File: src/rtl/simd_scoreboard.sv
// Per-register countdown scoreboard for a vector pipeline, with an optional bypass window and a flush that squashes the youngest slots.
// stall/issue_fire/fwd_sel are combinational from the issue inputs; busy_vec/stall_cycles are registered. stall holds decode until every source can be read or bypassed.
module simd_scoreboard #(
    parameter int regQuantity = 16,
    parameter int selBits     = 4,
    parameter int PIPE_DEPTH  = 3,
    parameter int FWD_LIMIT   = 0,
    parameter int FLUSH_SLOTS = 1,
    localparam int cntW       = $clog2(PIPE_DEPTH + 1)
) (
    input  logic                   clk,
    input  logic                   rst,
    input  logic                   issue_valid,
    input  logic [selBits-1:0]     issue_rs1,
    input  logic [selBits-1:0]     issue_rs2,
    input  logic                   issue_uses_rs1,
    input  logic                   issue_uses_rs2,
    input  logic                   issue_wr_en,
    input  logic [selBits-1:0]     issue_rd,
    input  logic                   flush,
    output logic                   stall,
    output logic                   issue_fire,
    output logic [cntW-1:0]        fwd_sel1,
    output logic [cntW-1:0]        fwd_sel2,
    output logic [regQuantity-1:0] busy_vec,
    output logic [15:0]            stall_cycles
);

    localparam logic [cntW-1:0] C_DEPTH = cntW'(PIPE_DEPTH);
    localparam logic [cntW-1:0] C_FWD   = cntW'(FWD_LIMIT);
    localparam logic [cntW-1:0] C_FLUSH = cntW'(PIPE_DEPTH - FLUSH_SLOTS);

    if (regQuantity > (1 << selBits) || FWD_LIMIT >= PIPE_DEPTH ||
        FLUSH_SLOTS < 1 || FLUSH_SLOTS > PIPE_DEPTH) begin : g_bad_params
        $error("simd_scoreboard: illegal parameter combination");
    end

    logic [cntW-1:0]        r_cnt [regQuantity];
    logic [cntW-1:0]        w_cnt_nxt [regQuantity];
    logic [regQuantity-1:0] r_busy_vec;
    logic [15:0]            r_stall_cycles;
    logic [cntW-1:0]        w_src1_cnt;
    logic [cntW-1:0]        w_src2_cnt;
    logic [cntW-1:0]        w_fwd1;
    logic [cntW-1:0]        w_fwd2;
    logic                   w_hz1;
    logic                   w_hz2;
    logic                   w_stall;
    logic                   w_fire;
    logic                   w_load;

    // Selects that match no tracked register leave the count at 0.
    always_comb begin
        w_src1_cnt = '0;
        w_src2_cnt = '0;
        for (int r = 0; r < regQuantity; r++) begin
            if (issue_rs1 == selBits'(r)) w_src1_cnt = r_cnt[r];
            if (issue_rs2 == selBits'(r)) w_src2_cnt = r_cnt[r];
        end
    end

    assign w_hz1   = issue_uses_rs1 && (w_src1_cnt > C_FWD);
    assign w_hz2   = issue_uses_rs2 && (w_src2_cnt > C_FWD);
    assign w_stall = rst && issue_valid && (w_hz1 || w_hz2) && !flush;
    assign w_fire  = rst && issue_valid && !(w_hz1 || w_hz2) && !flush;
    assign w_load  = w_fire && issue_wr_en;

    always_comb begin
        w_fwd1 = '0;
        w_fwd2 = '0;
        if (FWD_LIMIT > 0 && rst) begin
            if (issue_uses_rs1 && w_src1_cnt != '0 && w_src1_cnt <= C_FWD) w_fwd1 = w_src1_cnt;
            if (issue_uses_rs2 && w_src2_cnt != '0 && w_src2_cnt <= C_FWD) w_fwd2 = w_src2_cnt;
        end
    end

    // Flush wins over the load; the load wins over the decrement.
    always_comb begin
        for (int r = 0; r < regQuantity; r++) begin
            w_cnt_nxt[r] = (r_cnt[r] != '0) ? r_cnt[r] - cntW'(1) : '0;
            if (flush && r_cnt[r] > C_FLUSH)
                w_cnt_nxt[r] = '0;
            else if (w_load && issue_rd == selBits'(r))
                w_cnt_nxt[r] = C_DEPTH;
        end
    end

    always_ff @(posedge clk) begin
        if (!rst) begin
            for (int r = 0; r < regQuantity; r++) r_cnt[r] <= '0;
            r_busy_vec     <= '0;
            r_stall_cycles <= '0;
        end else begin
            for (int r = 0; r < regQuantity; r++) begin
                r_cnt[r]      <= w_cnt_nxt[r];
                r_busy_vec[r] <= (w_cnt_nxt[r] != '0);
            end
            if (w_stall && r_stall_cycles != 16'hFFFF)
                r_stall_cycles <= r_stall_cycles + 16'd1;
        end
    end

    assign stall        = w_stall;
    assign issue_fire   = w_fire;
    assign fwd_sel1     = w_fwd1;
    assign fwd_sel2     = w_fwd2;
    assign busy_vec     = r_busy_vec;
    assign stall_cycles = r_stall_cycles;

endmodule

File: config.mk
export PLATFORM = sky130hd
export DESIGN_NAME = simd_scoreboard
export DESIGN_NICKNAME = d
export VERILOG_FILES = /design/src/rtl/simd_scoreboard.sv
export SDC_FILE = /design/constraint.sdc
export NUM_CORES = 1
export LEC_CHECK = 0
export CAP_MARGIN = 15
export CORE_ASPECT_RATIO = 1.2
export CORE_MARGIN = 8
export CORE_UTILIZATION = 45
export CTS_CLUSTER_SIZE = 12
export DETAILED_ROUTE_END_ITERATION = 16
export PLACE_DENSITY = 0.69
export SLEW_MARGIN = 10
export SYNTH_ARGS = -nofsm -noshare
export SYNTH_HDL_FRONTEND = slang
export SYNTH_SLANG_ARGS = --single-unit
File: constraint.sdc
create_clock -name clk -period 3.4 [get_ports clk]
set_input_delay 0.51 -clock clk [delete_from_list [all_inputs] [get_ports clk]]
set_output_delay 0.51 -clock clk [all_outputs]
set_load 0.01 [all_outputs]
==> results of run 1 <==
per-layer routing:
metal  up-vias  global-route usage, %
met5         -                      0
met4         0                   10.1
met3        26                   5.34
li1       1682                      -
met1      1643                   24.1
met2       125                   30.5
cell type report:
type | instances | area, µm² | share of cell area, %
repair buffers | 73 | 698 | 16.0
well taps | 92 | 115 | 2.64
clock buffers | 9 | 124 | 2.84
clock inverters | 7 | 96.3 | 2.21
multi-input cells | 317 | 2010 | 46.1
inverters | 9 | 33.8 | 0.776
flip-flops and latches | 64 | 1280 | 29.4
cells by family (layout without fill, tap and decap cells):
| group | after synthesis | count (layout) | synth area share [%] |
|---|---|---|---|
| AND/OR/NAND/NOR | 184 | 184 | 29.2 |
| AO/OA/AOI/OAI | 118 | 118 | 24.3 |
| flip-flops | 64 | 64 | 36.9 |
| buffers and inverters | 43 | 98 | 6.31 |
| multiplexers | 10 | 10 | 2.88 |
| adder cells (fa/ha/maj) | 1 | 1 | 0.360 |
| other | 1 | 4 | 0.108 |
sequential cells by signal, summed over array words and instances (netlist names):
name	cells
busy_vec	16
stall_cycles	16
r_cnt	32
cells in the mapped netlist, types with 6 or more instances:
library cell	number	area share, %
nor3_1	12	1.7
buf_2	10	1.4
nand3b_1	17	3.7
a21oi_1	13	1.9
inv_1	7	0.76
a21o_1	11	2.4
nand2b_1	10	1.8
o22ai_1	6	1.1
o31ai_1	17	3.7
o21ai_0	7	1.0
nand2_1	42	4.5
mux2i_1	10	2.9
clkbuf_1	14	1.5
buf_4	8	1.7
nand4_1	8	1.4
o21ai_1	27	3.9
nor2_1	16	1.7
nand3_1	40	5.8
and3_1	7	1.3
dfxtp_1	64	37
where the power goes:
part	switching (W)	total [W]	leakage [nW]	internal, W
Sequential	0.00000250	0.000753	0.515	0.000751
Clock	0.000317	0.000729	0.101	0.000412
Combinational	0.000108	0.000183	0.909	0.0000747
worst max-delay path by stage:
stage                            start          end  slack (ns)  cells after the start
after floorplan           issue_rs2[3]        stall        0.85                      9
after global placement    issue_rs2[2]   issue_fire       -0.01                      9
after detailed placement  issue_rs2[1]   issue_fire        0.01                      9
after CTS                 issue_rs2[2]   issue_fire        0.01                      9
after global routing      issue_rs2[1]  busy_vec[8]        0.12                     11
final                     issue_rs2[2]  busy_vec[8]        0.31                     11
timing repair:
| item | 4_1_cts | 5_1_grt |
|---|---|---|
| hold endpoints to repair | 0 | 0 |
| buffers inserted | 1 | 0 |
| gates resized for setup | 1 | 5 |
| setup endpoints to repair | 1 | 2 |
| pin swaps | 1 | 0 |
| cloned | 0 | 0 |
per-stage QoR:
stage	instance area, µm²	total power [W]	instances	setup slack [ns]	hold slack, ns
2_1_floorplan	3480	0.000878	424	0.848	0.482
3_3_place_gp	4100	0.000944	554	-0.0119	0.480
3_5_place_dp	4100	0.000944	554	0.0111	0.493
4_1_cts	4330	0.00167	571	0.0130	0.505
5_1_grt	4350	0.00174	571	0.115	0.524
6_report	4350	0.00167	571	0.308	0.508
worst register-to-register path, cell delays in order (launching register included):
cell and delay [ns]:
dfxtp_1 0.38, nor4bb_1 0.16, o21a_1 0.17, a311oi_1 0.25, nand4_1 0.16, buf_4 0.17, a211oi_4 0.26, buf_4 0.33
nand4b_2 0.38, o31ai_1 0.34
==> summary.md, run 1 <==
| Metric | Value |
|---|---|
| DRC violations left | `0` |
| TritonCTS buffer count | `9` |
| Sequential fraction of the synthesis area | `36.9%` |
| Period utilization | `90.9%` |
| Worst hold start | `stall_cycles[7]` |
| Synth cell types | `60` |
| CTS Sinks | `64` |
| Slew margin rel. | `55.2%` |
| Critical path's top delay family | `buffers and inverters` |
| Final RePlAce weighted congestion | `0.951` |
| Slew Viols, Final | `0` |
| Fillers | `689` |
| Clock Tree Buf Depth | `2` |
| Reg2Reg Depth | `9` |
| # nets final | `494` |
| Vias in the first global route | `3439` |
| Grt ovf | `0` |
| Warnings from Yosys | `0` |
| M1 wire length | `4.46 mm` |
| Iter 0 DRT Violations | `approximately 290` |
| Vias | `~3500` |
| Hold Path End | `stall_cycles[7]` |
| CTS tree | `built` |
| # rows | `35` |
| Fraction of layout cells with a size suffix above 1 | `11.5%` |
| CP required | `3.65 ns` |
| P_leak | `roughly 1.5 nW` |
| Most frequent cells in the layout | `dfxtp_1, clkdlybuf4s50_1, nand2_1, nand3_1, o21ai_1` |
| Layout Skew | `0.00883 ns` |
| Final hold viol count | `0` |
| Die H | `112 µm` |
| Initial Util | `45.8%` |
| Max Used Layer | `met4` |
| Clock transition at the registers of the reported paths | `0.08 ns` |
| Horiz. Die Dim | `slightly below 100 µm` |
| Cell mode on critical path | `buf_4` |
| Core Area | `7580 µm²` |
| Clk root buf | `clkbuf_8` |
| Area growth from synthesis to layout | `25.4%` |
| DP HPWL | `7.23 mm` |
| Final WL | `~10 mm` |
| Commonest non-fill, non-tap cell in the layout | `dfxtp_1` |
| # IOs | `between 50 and 60` |
| Max Clk Rate | `between 300 and 400 MHz` |
| Hold Path Stages | `2` |
| Worst reg2reg path endpoint | `busy_vec[8]` |
| GRT Resource Usage Total | `19.7%` |
| # port buffers | `52` |
| Hold buffer count at cts | `0` |
| Routed wl met2 | `4.88 mm` |
| Worst path bufs/invs | `4` |
| Ant diodes | `0` |
| Worst path slowest cell | `clkdlybuf4s50_1` |
| Slowest stage delay, CP | `0.46 ns` |
| H-tree Lvls | `3` |
| First-pass GRT wire length | `16.9 mm` |
| CP startpoint kind | `primary input` |
| Slew at the pin closest to its max-slew limit | `0.673 ns` |
| Number of synthesized flops with an enable pin | `0` |
| Crit Path Max Fanout | `28` |
| Post-Syn Area | `3470 µm²` |
| Async S/R FF share, synth | `0%` |
| Largest net degree at the start of global routing | `47` |
| Final Util | `57.5%` |
| Final ANT Viol Nets | `0` |
| Mapped Cells | `421` |
| Max-Cap Viols | `0` |
| Met3 Wirelength | `568 µm` |
| Setup CP Type | `primary input to register` |
| Max VDD drop | `0.199 mV` |
| Critical Path End Type | `register` |
| Skew-Pair Late Insertion Delay | `0.35 ns` |
| Min-delay worst type | `register to register` |
| Die area | `10800 µm²` |
| Data arrival, critical path | `roughly 3.3 ns` |
| Minimum clock period | `3.09 ns` |
| Drt first pass iters | `4` |
| RSZ-0062 raised after global routing | `no` |
| CP cell instances | `clkdlybuf4s50_1 > buf_4 > mux2i_1 > nor3_1 > o31ai_1 > nand4_1 > buf_4 > a211oi_4 > buf_4 > nand4b_2 > o31ai_1` |
| Yosys reg bits | `64` |
| Top_reg_cell synth | `dfxtp_1` |
| Syn avg cell area | `8.25 µm²` |
| Status | `complete, no violations` |
| Power density over cell area | `383 nW/µm²` |
| Setup TNS | `0 ns` |
| # setup viols final | `0` |
| Antenna violations before repair | `0` |
| WL/cell | `18.0 µm` |
| Detailed-route vias per instance | `between 6 and 7` |
| Flop2flop setup slack | `0.71 ns` |
| Worst reg2reg startpoint | `r_cnt[0][13]` |
No activity file was read; power rests on OpenSTA's default activity.
==> run 2: changes to the inputs <==
Settings changed: ABC_CLOCK_PERIOD_IN_PS from default to 3400.
==> results of run 2 <==
Same layout as run 1: the final DEF is identical, and so are final timing and power.
